===== config.mk =====
export PLATFORM = sky130hd
export DESIGN_NAME = accel_spi_responder_flat
export DESIGN_NICKNAME = d
export VERILOG_FILES = /design/src/rtl/accel_spi_pkg.sv /design/src/rtl/accel_spi_responder_if.sv /design/src/rtl/accel_spi_responder_in_sync.sv /design/src/rtl/accel_spi_responder.sv /design/src/flat_wrapper.sv
export SDC_FILE = /design/constraint.sdc
export NUM_CORES = 1
export LEC_CHECK = 0
export ABC_CLOCK_PERIOD_IN_PS = 6300
export CORE_ASPECT_RATIO = 0.75
export CORE_MARGIN = 2
export CORE_UTILIZATION = 45
export DETAILED_ROUTE_END_ITERATION = 7
export PLACE_DENSITY = 0.68
export SLEW_MARGIN = 20
export SYNTH_ARGS = -nofsm -noshare
export SYNTH_HDL_FRONTEND = slang
export SYNTH_SLANG_ARGS = --single-unit

===== constraint.sdc =====
create_clock -name clk -period 6.3 [get_ports clk]
set_clock_uncertainty 0.1 [all_clocks]
set_input_delay 0.63 -clock clk [delete_from_list [all_inputs] [get_ports clk]]
set_output_delay 0.63 -clock clk [all_outputs]
set_load 0.01 [all_outputs]

===== src/rtl/accel_spi_pkg.sv =====
// Shared definitions for the accelerometer SPI responder: command codes,
// register addresses and the transaction FSM state type.
package accel_spi_pkg;

    localparam logic [7:0] CMD_WRITE = 8'h0A;
    localparam logic [7:0] CMD_READ  = 8'h0B;

    localparam logic [5:0] REG_DEVID_AD   = 6'h00;
    localparam logic [5:0] REG_DEVID_MST  = 6'h01;
    localparam logic [5:0] REG_PARTID     = 6'h02;
    localparam logic [5:0] REG_XDATA      = 6'h08;
    localparam logic [5:0] REG_YDATA      = 6'h09;
    localparam logic [5:0] REG_ZDATA      = 6'h0A;
    localparam logic [5:0] REG_STATUS     = 6'h0B;
    localparam logic [5:0] REG_FILTER_CTL = 6'h2C;
    localparam logic [5:0] REG_POWER_CTL  = 6'h2D;

    localparam logic [7:0] FILTER_CTL_RST = 8'h13;
    localparam logic [7:0] POWER_CTL_RST  = 8'h00;

    typedef enum logic [2:0] {
        IDLE,
        CMD,
        ADDR_RD,
        ADDR_WR,
        DATA_RD,
        DATA_WR,
        IGNORE
    } spi_state_e;

    function automatic logic reg_writable(input logic [5:0] addr);
        return (addr == REG_FILTER_CTL) || (addr == REG_POWER_CTL);
    endfunction

endpackage


===== src/rtl/accel_spi_responder_if.sv =====
// SPI bus between an accelerometer master and the responder.
interface accel_spi_responder_if;
    logic spi_csn;
    logic spi_sclk;
    logic spi_mosi;
    logic spi_miso;
    logic spi_miso_oe;

    modport master (
        output spi_csn, spi_sclk, spi_mosi,
        input  spi_miso, spi_miso_oe
    );

    modport slave (
        input  spi_csn, spi_sclk, spi_mosi,
        output spi_miso, spi_miso_oe
    );
endinterface


===== src/rtl/accel_spi_responder_in_sync.sv =====
// Multi-stage synchroniser for one SPI pin with rise/fall detection on the
// synchronised value.
module spi_in_sync #(
    parameter int unsigned SYNC_STAGES = 2,
    parameter logic        RST_VAL     = 1'b0
) (
    input  logic clk,
    input  logic arst_n,
    input  logic din,
    output logic dout,
    output logic rise,
    output logic fall
);
    logic [SYNC_STAGES-1:0] sync_q, sync_d;
    logic                   prev_q, prev_d;

    always_comb begin
        sync_d = {sync_q[SYNC_STAGES-2:0], din};
        prev_d = sync_q[SYNC_STAGES-1];
    end

    always_ff @(posedge clk or negedge arst_n) begin
        if (!arst_n) begin
            sync_q <= {SYNC_STAGES{RST_VAL}};
            prev_q <= RST_VAL;
        end else begin
            sync_q <= sync_d;
            prev_q <= prev_d;
        end
    end

    assign dout = sync_q[SYNC_STAGES-1];
    assign rise = dout & ~prev_q;
    assign fall = ~dout & prev_q;
endmodule


===== src/rtl/accel_spi_responder.sv =====
// Oversampled SPI responder emulating the accelerometer register interface.
// Define ACCEL_SPI_RESP_WRITE_EN to make regs 0x2C/0x2D writable over SPI.
module accel_spi_responder
    import accel_spi_pkg::*;
#(
    parameter int unsigned SYNC_STAGES = 2,
    parameter logic [7:0]  DEVID_AD    = 8'hAD,
    parameter logic [7:0]  DEVID_MST   = 8'h1D,
    parameter logic [7:0]  PARTID      = 8'hF2
) (
    input  logic                        clk,
    input  logic                        arst_n,
    accel_spi_responder_if.slave        spi,
    input  logic [7:0]                  accel_x,
    input  logic [7:0]                  accel_y,
    input  logic [7:0]                  accel_z,
    input  logic                        data_valid,
    output logic [7:0]                  power_ctl,
    output logic [7:0]                  filter_ctl,
    output logic                        xfer_done,
    output logic                        cmd_err
);
    logic csn_s, csn_rise, csn_fall;
    logic sclk_s_unused, sclk_rise, sclk_fall;
    logic mosi_s, mosi_rise_unused, mosi_fall_unused;

    // CSN idles high so leaving reset never produces a false transaction start.
    spi_in_sync #(.SYNC_STAGES(SYNC_STAGES), .RST_VAL(1'b1)) u_sync_csn (
        .clk(clk), .arst_n(arst_n), .din(spi.spi_csn),
        .dout(csn_s), .rise(csn_rise), .fall(csn_fall)
    );
    spi_in_sync #(.SYNC_STAGES(SYNC_STAGES), .RST_VAL(1'b0)) u_sync_sclk (
        .clk(clk), .arst_n(arst_n), .din(spi.spi_sclk),
        .dout(sclk_s_unused), .rise(sclk_rise), .fall(sclk_fall)
    );
    spi_in_sync #(.SYNC_STAGES(SYNC_STAGES), .RST_VAL(1'b0)) u_sync_mosi (
        .clk(clk), .arst_n(arst_n), .din(spi.spi_mosi),
        .dout(mosi_s), .rise(mosi_rise_unused), .fall(mosi_fall_unused)
    );

    spi_state_e state_q, state_d;
    logic [2:0] bit_cnt_q, bit_cnt_d;
    logic [6:0] rx_q, rx_d;
    logic [7:0] tx_q, tx_d;
    logic [5:0] addr_q, addr_d;
    logic       miso_q, miso_d;
    logic       oe_q, oe_d;
    logic [7:0] shx_q, shx_d, shy_q, shy_d, shz_q, shz_d;
    logic       data_ready_q, data_ready_d;
    logic       x_read_q, x_read_d;
    logic       xfer_done_q, xfer_done_d;
    logic       cmd_err_q, cmd_err_d;
`ifdef ACCEL_SPI_RESP_WRITE_EN
    logic [7:0] power_q, power_d;
    logic [7:0] filter_q, filter_d;
`endif

    logic [7:0] rx_byte;
    logic [5:0] rd_addr;
    logic [7:0] rd_byte;

    assign rx_byte = {rx_q, mosi_s};
    assign rd_addr = (state_q == ADDR_RD) ? rx_byte[5:0] : addr_q + 6'd1;

    always_comb begin
        rd_byte = '0;
        case (rd_addr)
            REG_DEVID_AD:   rd_byte = DEVID_AD;
            REG_DEVID_MST:  rd_byte = DEVID_MST;
            REG_PARTID:     rd_byte = PARTID;
            REG_XDATA:      rd_byte = shx_q;
            REG_YDATA:      rd_byte = shy_q;
            REG_ZDATA:      rd_byte = shz_q;
            REG_STATUS:     rd_byte = {7'b0, data_ready_q};
            REG_FILTER_CTL: rd_byte = filter_ctl;
            REG_POWER_CTL:  rd_byte = power_ctl;
            default:        rd_byte = '0;
        endcase
    end

    always_comb begin
        state_d      = state_q;
        bit_cnt_d    = bit_cnt_q;
        rx_d         = rx_q;
        tx_d         = tx_q;
        addr_d       = addr_q;
        miso_d       = miso_q;
        oe_d         = oe_q;
        shx_d        = shx_q;
        shy_d        = shy_q;
        shz_d        = shz_q;
        x_read_d     = x_read_q;
        xfer_done_d  = 1'b0;
        cmd_err_d    = 1'b0;
        data_ready_d = data_ready_q;
`ifdef ACCEL_SPI_RESP_WRITE_EN
        power_d      = power_q;
        filter_d     = filter_q;
`endif

        // A fresh sample arriving on the same cycle as the clear must survive.
        if (csn_rise && x_read_q)
            data_ready_d = 1'b0;
        if (data_valid)
            data_ready_d = 1'b1;

        if (csn_fall) begin
            state_d   = CMD;
            bit_cnt_d = '0;
            shx_d     = accel_x;
            shy_d     = accel_y;
            shz_d     = accel_z;
            oe_d      = 1'b1;
            miso_d    = 1'b0;
            x_read_d  = 1'b0;
        end else if (csn_rise) begin
            state_d     = IDLE;
            bit_cnt_d   = '0;
            oe_d        = 1'b0;
            miso_d      = 1'b0;
            xfer_done_d = 1'b1;
        end else if (state_q != IDLE) begin
            if (sclk_rise) begin
                rx_d      = rx_byte[6:0];
                bit_cnt_d = bit_cnt_q + 3'd1;
                if (bit_cnt_q == 3'd7) begin
                    case (state_q)
                        CMD: begin
                            if (rx_byte == CMD_READ)
                                state_d = ADDR_RD;
                            else if (rx_byte == CMD_WRITE)
                                state_d = ADDR_WR;
                            else begin
                                cmd_err_d = 1'b1;
                                state_d   = IGNORE;
                            end
                        end
                        ADDR_RD, DATA_RD: begin
                            addr_d  = rd_addr;
                            tx_d    = rd_byte;
                            state_d = DATA_RD;
                            if (rd_addr == REG_XDATA)
                                x_read_d = 1'b1;
                        end
                        ADDR_WR: begin
                            addr_d = rx_byte[5:0];
`ifdef ACCEL_SPI_RESP_WRITE_EN
                            state_d = DATA_WR;
`else
                            state_d = IGNORE;
`endif
                        end
                        DATA_WR: begin
`ifdef ACCEL_SPI_RESP_WRITE_EN
                            if (reg_writable(addr_q)) begin
                                if (addr_q == REG_POWER_CTL)
                                    power_d = rx_byte;
                                else
                                    filter_d = rx_byte;
                            end
`endif
                            addr_d = addr_q + 6'd1;
                        end
                        default: ;
                    endcase
                end
            end
            if (sclk_fall && (state_q == DATA_RD)) begin
                miso_d = tx_q[7];
                tx_d   = {tx_q[6:0], 1'b0};
            end
        end
    end

    always_ff @(posedge clk or negedge arst_n) begin
        if (!arst_n) begin
            state_q      <= IDLE;
            bit_cnt_q    <= '0;
            rx_q         <= '0;
            tx_q         <= '0;
            addr_q       <= '0;
            miso_q       <= 1'b0;
            oe_q         <= 1'b0;
            shx_q        <= '0;
            shy_q        <= '0;
            shz_q        <= '0;
            data_ready_q <= 1'b0;
            x_read_q     <= 1'b0;
            xfer_done_q  <= 1'b0;
            cmd_err_q    <= 1'b0;
        end else begin
            state_q      <= state_d;
            bit_cnt_q    <= bit_cnt_d;
            rx_q         <= rx_d;
            tx_q         <= tx_d;
            addr_q       <= addr_d;
            miso_q       <= miso_d;
            oe_q         <= oe_d;
            shx_q        <= shx_d;
            shy_q        <= shy_d;
            shz_q        <= shz_d;
            data_ready_q <= data_ready_d;
            x_read_q     <= x_read_d;
            xfer_done_q  <= xfer_done_d;
            cmd_err_q    <= cmd_err_d;
        end
    end

`ifdef ACCEL_SPI_RESP_WRITE_EN
    always_ff @(posedge clk or negedge arst_n) begin
        if (!arst_n) begin
            power_q  <= POWER_CTL_RST;
            filter_q <= FILTER_CTL_RST;
        end else begin
            power_q  <= power_d;
            filter_q <= filter_d;
        end
    end

    assign power_ctl  = power_q;
    assign filter_ctl = filter_q;
`else
    assign power_ctl  = POWER_CTL_RST;
    assign filter_ctl = FILTER_CTL_RST;
`endif

    assign spi.spi_miso    = miso_q;
    assign spi.spi_miso_oe = oe_q;
    assign xfer_done       = xfer_done_q;
    assign cmd_err         = cmd_err_q;
endmodule


===== src/flat_wrapper.sv =====
// flat-port wrapper written by rule: the top's interface ports become plain ports
module accel_spi_responder_flat import accel_spi_pkg::*;
#(
    parameter int unsigned SYNC_STAGES = 2,
    parameter logic [7:0]  DEVID_AD    = 8'hAD,
    parameter logic [7:0]  DEVID_MST   = 8'h1D,
    parameter logic [7:0]  PARTID      = 8'hF2
)
  (clk, arst_n, accel_x, accel_y, accel_z, data_valid, power_ctl, filter_ctl, xfer_done, cmd_err, spi_spi_csn, spi_spi_sclk, spi_spi_mosi, spi_spi_miso, spi_spi_miso_oe);
  accel_spi_responder_if spi_i ();
  input  logic clk;
  input  logic arst_n;
  input  logic [7:0] accel_x;
  input  logic [7:0] accel_y;
  input  logic [7:0] accel_z;
  input  logic data_valid;
  output logic [7:0] power_ctl;
  output logic [7:0] filter_ctl;
  output logic xfer_done;
  output logic cmd_err;
  input wire logic [$bits(spi_i.spi_csn)-1:0] spi_spi_csn;
  input wire logic [$bits(spi_i.spi_sclk)-1:0] spi_spi_sclk;
  input wire logic [$bits(spi_i.spi_mosi)-1:0] spi_spi_mosi;
  output wire logic [$bits(spi_i.spi_miso)-1:0] spi_spi_miso;
  output wire logic [$bits(spi_i.spi_miso_oe)-1:0] spi_spi_miso_oe;
  assign spi_i.spi_csn = spi_spi_csn;
  assign spi_i.spi_sclk = spi_spi_sclk;
  assign spi_i.spi_mosi = spi_spi_mosi;
  assign spi_spi_miso = spi_i.spi_miso;
  assign spi_spi_miso_oe = spi_i.spi_miso_oe;
  accel_spi_responder #(.SYNC_STAGES(SYNC_STAGES), .DEVID_AD(DEVID_AD), .DEVID_MST(DEVID_MST), .PARTID(PARTID)) u_core (.clk(clk), .arst_n(arst_n), .spi(spi_i), .accel_x(accel_x), .accel_y(accel_y), .accel_z(accel_z), .data_valid(data_valid), .power_ctl(power_ctl), .filter_ctl(filter_ctl), .xfer_done(xfer_done), .cmd_err(cmd_err));
endmodule

## After elaboration in Yosys (flattened, before gate mapping)

Cells that the tools add are included.

- Bits in registers: 65
- Input bits: 30
- Output and inout port bits: 20
- Logic and storage cells: 119

- Add/subtract/negate cells: 2
- Equal/unequal tests: 16
- Muxes and demuxes: 44
- Bitwise logic cells: 10
- Reduce and logical (&&, ||, !) cells: 28

Operator list:

| kind | number |
|---|---|
| 8-bit case mux with 8 select lines | 1 |
| 3-bit two-way mux | 11 |
| 8-bit two-way mux | 4 |
| 1-bit two-way mux | 25 |
| 6-bit by 4-bit equality test with 1-bit output, second input constant | 4 |
| 2-bit nonzero test | 10 |
| 6-bit case mux with 3 select lines | 1 |
| 6-bit AND reduction | 3 |
| 3-bit nonzero test | 6 |
| 8-bit by 4-bit equality test with 1-bit output, second input constant | 2 |
| 3-bit equality test, second input constant | 3 |
| 3-bit case mux with 3 select lines | 1 |
| 4-bit AND reduction | 2 |
| 6-bit by 1-bit adder with 6-bit output, second input constant | 1 |
| 3-bit by 2-bit equality test with 1-bit output, second input constant | 2 |
| 6-bit by 1-bit equality test with 1-bit output, second input constant | 1 |
| 6-bit by 2-bit equality test with 1-bit output, second input constant | 1 |
| 6-bit equality test, second input constant | 1 |
| 6-bit logical NOT | 1 |
| 6-bit two-way mux | 1 |
| 1-bit inverter | 6 |
| 5-bit nonzero test | 1 |
| 1-bit AND | 4 |
| 2-bit AND reduction | 2 |
| other kinds (5) | 6 |

## Depth between registers and ports, before layout

Gate-level depths: netlist of run 1.

- Word-level depth: 10
- Gate-level depth with buffers: 9
- Gate-level depth less buffers: 8

## By module

From an unflattened synthesis of run 1, not the netlist that was laid out.

- Cell total of the unflattened synthesis: 321
- Area total of the unflattened synthesis: 3379.5 sq um

By module, submodules not included:

| module | times used | cells each | area each (sq um) | sequential area each (sq um) |
|---|---|---|---|---|
| accel_spi_responder | 1 | 306 | 3105.5 | 1426.4 |
| spi_in_sync at u_core.u_sync_mosi ... | 2 | 5 | 90.1 | 75.1 |
| spi_in_sync at u_core.u_sync_csn | 1 | 5 | 93.8 | 78.8 |

## Least setup slack after synthesis of run 1

OpenSTA, ideal clock, no wires.

- Kind: register to register
- Start: reg u_core.u_sync_csn.prev_q
- End: reg u_core.tx_q[4]
- Setup time: 0.132 ns
- Data arrival time: 2.155 ns
- Data required time: 6.068 ns
- Setup slack: 3.912 ns
- Stages on the path, launching flop included: 10
- Path buffers: 2
- Period minus slack after synthesis: 2.388 ns
- Path through: dfstp_2 inv_1 ha_1 or2_0 clkbuf_1 or3_1 buf_2 or3_1 o21ai_0 a31oi_1

- Cells in the longest elaborated chain, start to end: 4
- Elaborated cells between the ends (all ways): 6
- Classes of those cells: bitwise: 5; reduce/logical: 1

Ends and longest elaborated chain:

| what | line | RTL |
|---|---|---|
| start, declared | accel_spi_responder_in_sync.sv:15 | `logic prev_q, prev_d;` |
| start signal, assigned | accel_spi_responder_in_sync.sv:28 | `prev_q <= prev_d;` |
| 1-bit inverter | accel_spi_responder_in_sync.sv:33 | `assign rise = dout & ~prev_q;` |
| 1-bit AND | accel_spi_responder_in_sync.sv:33 |  |
| 1-bit inverter (no source line) | n/a |  |
| 6-bit AND reduction (no source line) * | n/a |  |
| end signal, assigned | accel_spi_responder.sv:195 | `tx_q <= tx_d;` |
| end, declared | accel_spi_responder.sv:44 | `logic [7:0] tx_q, tx_d;` |

Every way passes the cells marked *; elsewhere a longest branch is shown, timed or not.
A chain may end at the register's enable or synchronous reset.

## Worst setup path in the final report of run 1

- Start: reg u_core.u_sync_csn.sync_q[1]
- End: reg u_core.addr_q[0]

- Cells in the longest elaborated chain, start to end: 4
- Elaborated cells between the ends (all ways): 6
- Classes of those cells: bitwise: 5; reduce/logical: 1

Ends and longest elaborated chain:

| what | line | RTL |
|---|---|---|
| start, declared | accel_spi_responder_in_sync.sv:14 | `logic [SYNC_STAGES-1:0] sync_q, sync_d;` |
| start signal, assigned | accel_spi_responder_in_sync.sv:24 | `sync_q <= {SYNC_STAGES{RST_VAL}};` |
| start signal, assigned | accel_spi_responder_in_sync.sv:27 | `sync_q <= sync_d;` |
| 1-bit inverter | accel_spi_responder_in_sync.sv:34 | `assign fall = ~dout & prev_q;` |
| 1-bit AND | accel_spi_responder_in_sync.sv:34 |  |
| net u_core.csn_fall | accel_spi_responder.sv:23 | `logic csn_s, csn_rise, csn_fall;` |
| 1-bit inverter (no source line) | n/a |  |
| 6-bit AND reduction (no source line) | n/a |  |
| end signal, assigned | accel_spi_responder.sv:196 | `addr_q <= addr_d;` |
| end, declared | accel_spi_responder.sv:45 | `logic [5:0] addr_q, addr_d;` |

The timed path passes the listed nets, and every way through them passes these cells.

==> results of run 1 <==
-- state kept, by name (all words and copies together), names as in the netlist, 2 cells and up --
register / count
u_core.u_sync_mosi.sync_q: 2
u_core.shy_q: 8
u_core.tx_q: 8
u_core.u_sync_sclk.sync_q: 2
u_core.u_sync_csn.sync_q: 2
u_core.addr_q: 6
u_core.rx_q: 7
u_core.bit_cnt_q: 3
u_core.shx_q: 8
u_core.state_q: 3
u_core.shz_q: 8
-- kinds of logic after synthesis --
logic type	synth area share [%]
buf+inv	7.04
other cells	0.215
simple gates	15.2
mux	11.5
xor+xnor	1.75
compound gates	15.9
fa+ha+maj	1.79
flops	46.6
-- power by group through the flow --
stage          clock network [W]  registers [W]  logic [W]
2_1_floorplan                  0       0.000492  0.0000848
3_3_place_gp                   0       0.000514   0.000106
3_5_place_dp                   0       0.000515   0.000108
4_1_cts                 0.000367       0.000508   0.000109
5_1_grt                 0.000387       0.000514   0.000118
6_report                0.000361       0.000508   0.000106
-- critical path: cells and delay by family, from the launching register on --
family	cells	cell delay [ns]
AOI/OAI and AO/OA	2	0.35
adders and majority gates	1	0.17
DFF	1	0.55
and+or+nand+nor	3	1.47
buffers and inverters	2	0.28
-- through the flow --
step	util, %	cells	area, sq um	total power [W]	hold WS, ns
6_report	53.8	459	4000	0.000975	0.251
2_1_floorplan	-	341	3550	0.000577	0.231
3_5_place_dp	51.1	443	3790	0.000623	0.235
4_1_cts	53.8	459	4000	0.000983	0.253
3_3_place_gp	51.1	443	3790	0.000619	0.232
5_1_grt	53.8	459	4000	0.00102	0.262
-- final timing paths --
path	startpoint	to	depth (start not counted)
worst max register to register	u_core.u_sync_csn.sync_q[1]	u_core.addr_q[0]	8
worst min-delay path	u_core.u_sync_mosi.sync_q[0]	u_core.u_sync_mosi.sync_q[1]	0
worst min register to register	u_core.u_sync_mosi.sync_q[0]	u_core.u_sync_mosi.sync_q[1]	0
min in group asynchronous	arst_n	u_core.addr_q[0]	2
max in group asynchronous	arst_n	u_core.tx_q[0]	2
worst max-delay path	u_core.u_sync_csn.sync_q[1]	u_core.addr_q[0]	8
-- layer usage --
metal	GRT usage [%]	vias to the layer above
met1	28.9	1244
met3	5.68	6
met4	4.74	0
met2	25.8	72
met5	0	-
li1	-	1206
-- synthesized netlist by cell type (all sizes together) (7+ instances only) --
cell / n / area share, %
o21ai: 14 / 2.0
nand2b: 8 / 1.4
nand2: 19 / 2.0
dfrtp: 62 / 44
nor2: 25 / 2.8
a21oi: 22 / 3.3
nor3: 10 / 2.0
buf: 26 / 5.5
clkbuf: 8 / 0.86
a21o: 7 / 1.5
mux2: 32 / 10
-- layout make-up --
type	instances	area, sq um
Timing Repair Buffer	35	340
Inverter	6	22.5
Tap cell	101	126
Fill cell	691	3440
Sequential cell	65	1630
Clock inverter	7	77.6
Multi-Input combinational cell	236	1680
Clock buffer	9	124
==> results.ini, run 1 <==
[outcome]
run_status=finished clean

[power_and_ir_drop]
power_frac_seq_pct=52.1
p_comb_share_pct=10.9
p_int_w=0.000709
power_density_nw_per_um2=244
switchingPower_w=0.000266
switching_share_pct=27.3
leakagePower_nw=1.74
vdd_drop_max_uv=146
pwr-share-clk_pct=37.0

[final_layout]
nNetsFinal=388
final_common_cell=dfrtp_1
diodes=0
drive_gt1_share_pct=19.3
mostFrequentLayoutCells=dfrtp_1, clkdlybuf4s50_1, mux2_2
syn_to_final_growth_pct=14.2

[clocking]
cts-root-buf=clkbuf_8
cts_buffer_depth=2
cts-htree-levels=3
clkSinkCount=65
numCtsBuffers=9
cts_tree=built
postCtsResizedCells=0
postCtsSetupRepairBufs=0
holdBufCountCts=0
clock_latency_ns=0.35
path_clk_slew_ns=0.08

[sta]
slew_headroom_pct=45.0
drv_slew=0
report.final.hold_viol_count=0
fin_ws_ns=3.26
setup_violations=0
max_slew.worst_pin.slew_ns=0.825
fin_crit_sh_pct=48.2
tns_ns=0
finalCriticalPeriod_ns=3.04
timing.fmax_mhz=329
rsz0062_at_grt=false

[worst_setup_path]
crit_chain=inv_1 -> ha_1 -> buf_4 -> or2_0 -> nor3_4 -> and3_1 -> o21ai_0 -> a21o_1
max_stage_delay_ns=0.55
reg2reg_slack_ns=3.26
critPathArrivalTime_ns=3.17
crit_fanout=29
crit_slowest_cell=dfstp_2
worstSetupEndpointType=register
crit_type=register to register
required_ns=6.43
start_kind=register

[run]
max-cap-violations=0

[yosys]
synth_edf_count=0
synth_cells=327
yosysUniqueCellTypes=61
netlist_area_sq_um=3500
synth_area_per_cell_sq_um=10.7
ys.flop_type=dfrtp_1
ys_seq_area_share_pct=46.6
synthArstFlopShare_pct=100
ys_seq_elements=65
ys.warnings.count=0

[route]
wl_per_cell_um=16.0
drtPass1Iterations=5
wl_met2_mm=3.16
wl_met3_um=348
wirelength_mm=7.36
dr.max_layer_used=met4
via_count=2528
wl_met1_mm=3.80
dr.first_iter.drc_count=149
viasPerCell=5.51
drc=0
final_antenna_net_count=0

[min_path]
min_path_type=register to register

[global_routing]
groute.usage.overall_pct=18.9
grt_pass1_wl_mm=12.3
overflow=0
grt_pass1_vias=2395
antenna_found_initial=0
grt_max_degree=66

[placed_design]
portBuffers=33
place_ws_ns=3.28
gp_congestion=0.846
dpl.hpwl_mm=5.16

[die]
die-area_sq_um=8510
core_area_sq_um=7430
ios=50
dieWidth_um=106
die-height_um=80.4
rows=27
floorplan.initialDensity_pct=47.1

No activity file was read; power rests on OpenSTA's default activity.
==> run 2: changes to the inputs <==
--- a/config.mk
+++ b/config.mk
@@ -5,7 +5,7 @@
 export SDC_FILE = /design/constraint.sdc
 export NUM_CORES = 1
 export LEC_CHECK = 0
-export ABC_CLOCK_PERIOD_IN_PS = 6300
+export ABC_CLOCK_PERIOD_IN_PS = 3140
 export CORE_ASPECT_RATIO = 0.75
 export CORE_MARGIN = 2
 export CORE_UTILIZATION = 45
==> constraint.sdc (replaced) <==
create_clock -name clk -period 3.14 [get_ports clk]
set_clock_uncertainty 0.1 [all_clocks]
set_input_delay 0.314 -clock clk [delete_from_list [all_inputs] [get_ports clk]]
set_output_delay 0.314 -clock clk [all_outputs]
set_load 0.01 [all_outputs]
==> results.ini, run 2 (synthesis results as in run 1) <==
[outcome]
run_status=finished clean

[sta]
finalCriticalPeriod_ns=2.65
fin_ws_ns=0.493
report.final.hold_viol_count=0
rsz0062_at_grt=false
slew_headroom_pct=55.9
tns_ns=0
fin_crit_sh_pct=84.3
max_slew.worst_pin.slew_ns=0.658
setup_violations=0
timing.fmax_mhz=378
drv_slew=0

[final_layout]
syn_to_final_growth_pct=15.1
nNetsFinal=392
stdcell_area_sq_um=4030
diodes=0
fin_util_pct=54.2
mostFrequentLayoutCells=dfrtp_1, clkdlybuf4s50_1, mux2_2
drive_gt1_share_pct=19.6
final_common_cell=dfrtp_1

[power_and_ir_drop]
leakagePower_nw=1.76
power_density_nw_per_um2=483
power_w=0.00195
vdd_drop_max_uv=337

[clocking]
clkSinkCount=65
cts-htree-levels=3
cts_tree=built
clock_latency_ns=0.35
holdBufCountCts=0
path_clk_slew_ns=0.07
numCtsBuffers=9
cts-root-buf=clkbuf_8
cts_buffer_depth=2
postCtsResizedCells=0
postCtsSetupRepairBufs=0

[route]
wl_per_cell_um=16.2
dr.first_iter.drc_count=168
drc=0
viasPerCell=5.54
drtPass1Iterations=4
via_count=2565
wirelength_mm=7.52
final_antenna_net_count=0

[worst_setup_path]
worstSetupEndpointType=register
crit_fanout=12
required_ns=3.28
crit_type=register to register
critPathArrivalTime_ns=2.78
start_kind=register

[global_routing]
groute.usage.overall_pct=18.9
grt_max_degree=48
grt_pass1_wl_mm=12.5
antenna_found_initial=0
overflow=0
grt_pass1_vias=2476

[die]
ios=50
dieWidth_um=106
core_area_sq_um=7430
floorplan.initialDensity_pct=47.1
die-area_sq_um=8510
die-height_um=80.4
rows=27

[placed_design]
gp_congestion=0.840
placed_cell_area_sq_um=3820
dpl.hpwl_mm=5.38
place_ws_ns=0.511
portBuffers=33

[run]
max-cap-violations=0

[min_path]
min_path_type=register to register

==> run 2: changes by cell type in the layout (fill, tap and decap cells not counted) <==
cell,before,now
buf_4,2,6
inv_6,2,1
buf_2,1,0
dlygate4sd3_1,0,1
clkbuf_1,0,1
==> run 2: per-stage QoR <==
| stage | instances | hold WS (ns) |
|---|---|---|
| after CTS | 462 | 0.0728 |
| after floorplan | 341 | -0.0816 |
| after global placement | 446 | 0.233 |
| after detailed placement | 446 | 0.242 |
| after global routing | 463 | 0.255 |
| final | 463 | 0.255 |
==> run 2: worst paths after layout <==
| check | start | to | slack, ns | cells after the start |
|---|---|---|---|---|
| max in group asynchronous | arst_n | u_core.tx_q[4] | 1.93 | 3 |
| worst min-delay path | u_core.u_sync_mosi.sync_q[0] | u_core.u_sync_mosi.sync_q[1] | 0.26 | 0 |
| worst max-delay path | u_core.u_sync_csn.prev_q | u_core.addr_q[0] | 0.49 | 8 |
| worst max register to register | u_core.u_sync_csn.prev_q | u_core.addr_q[0] | 0.49 | 8 |
| min in group asynchronous | arst_n | u_core.addr_q[3] | 0.40 | 2 |
| worst min register to register | u_core.u_sync_mosi.sync_q[0] | u_core.u_sync_mosi.sync_q[1] | 0.26 | 0 |
==> run 2: power breakdown <==
group          switching (W)  internal, W
clock               0.000339     0.000371
sequential         0.0000927     0.000926
combinational      0.0000920     0.000126
total               0.000523      0.00142
==> run 2: critical path, cell delays in order (launching register included) <==
cell and delay [ns]:
dfstp_2 0.54, inv_1 0.04, ha_1 0.23, or2_0 0.43, nor3_4 0.26, buf_4 0.19, and3_1 0.40, o21ai_0 0.15
a21o_1 0.20
==> run 2: area by class of cell <==
class / instances / area [sq um]
Clock buffer: 10 / 128
Sequential cell: 65 / 1630
Inverter: 6 / 22.5
Tap cell: 101 / 126
Timing Repair Buffer: 39 / 375
Clock inverter: 6 / 68.8
Multi-Input combinational cell: 236 / 1680
Fill cell: 685 / 3410
==> run 2: per-layer routing <==
| layer | part of all wire, % | GRT usage [%] | vias up |
|---|---|---|---|
| li1 | - | - | 1204 |
| met1 | 51 | 28.6 | 1270 |
| met2 | 41 | 25.7 | 81 |
| met3 | 6.5 | 5.36 | 10 |
| met4 | 0.96 | 6.05 | 0 |
| met5 | 0 | 0 | - |
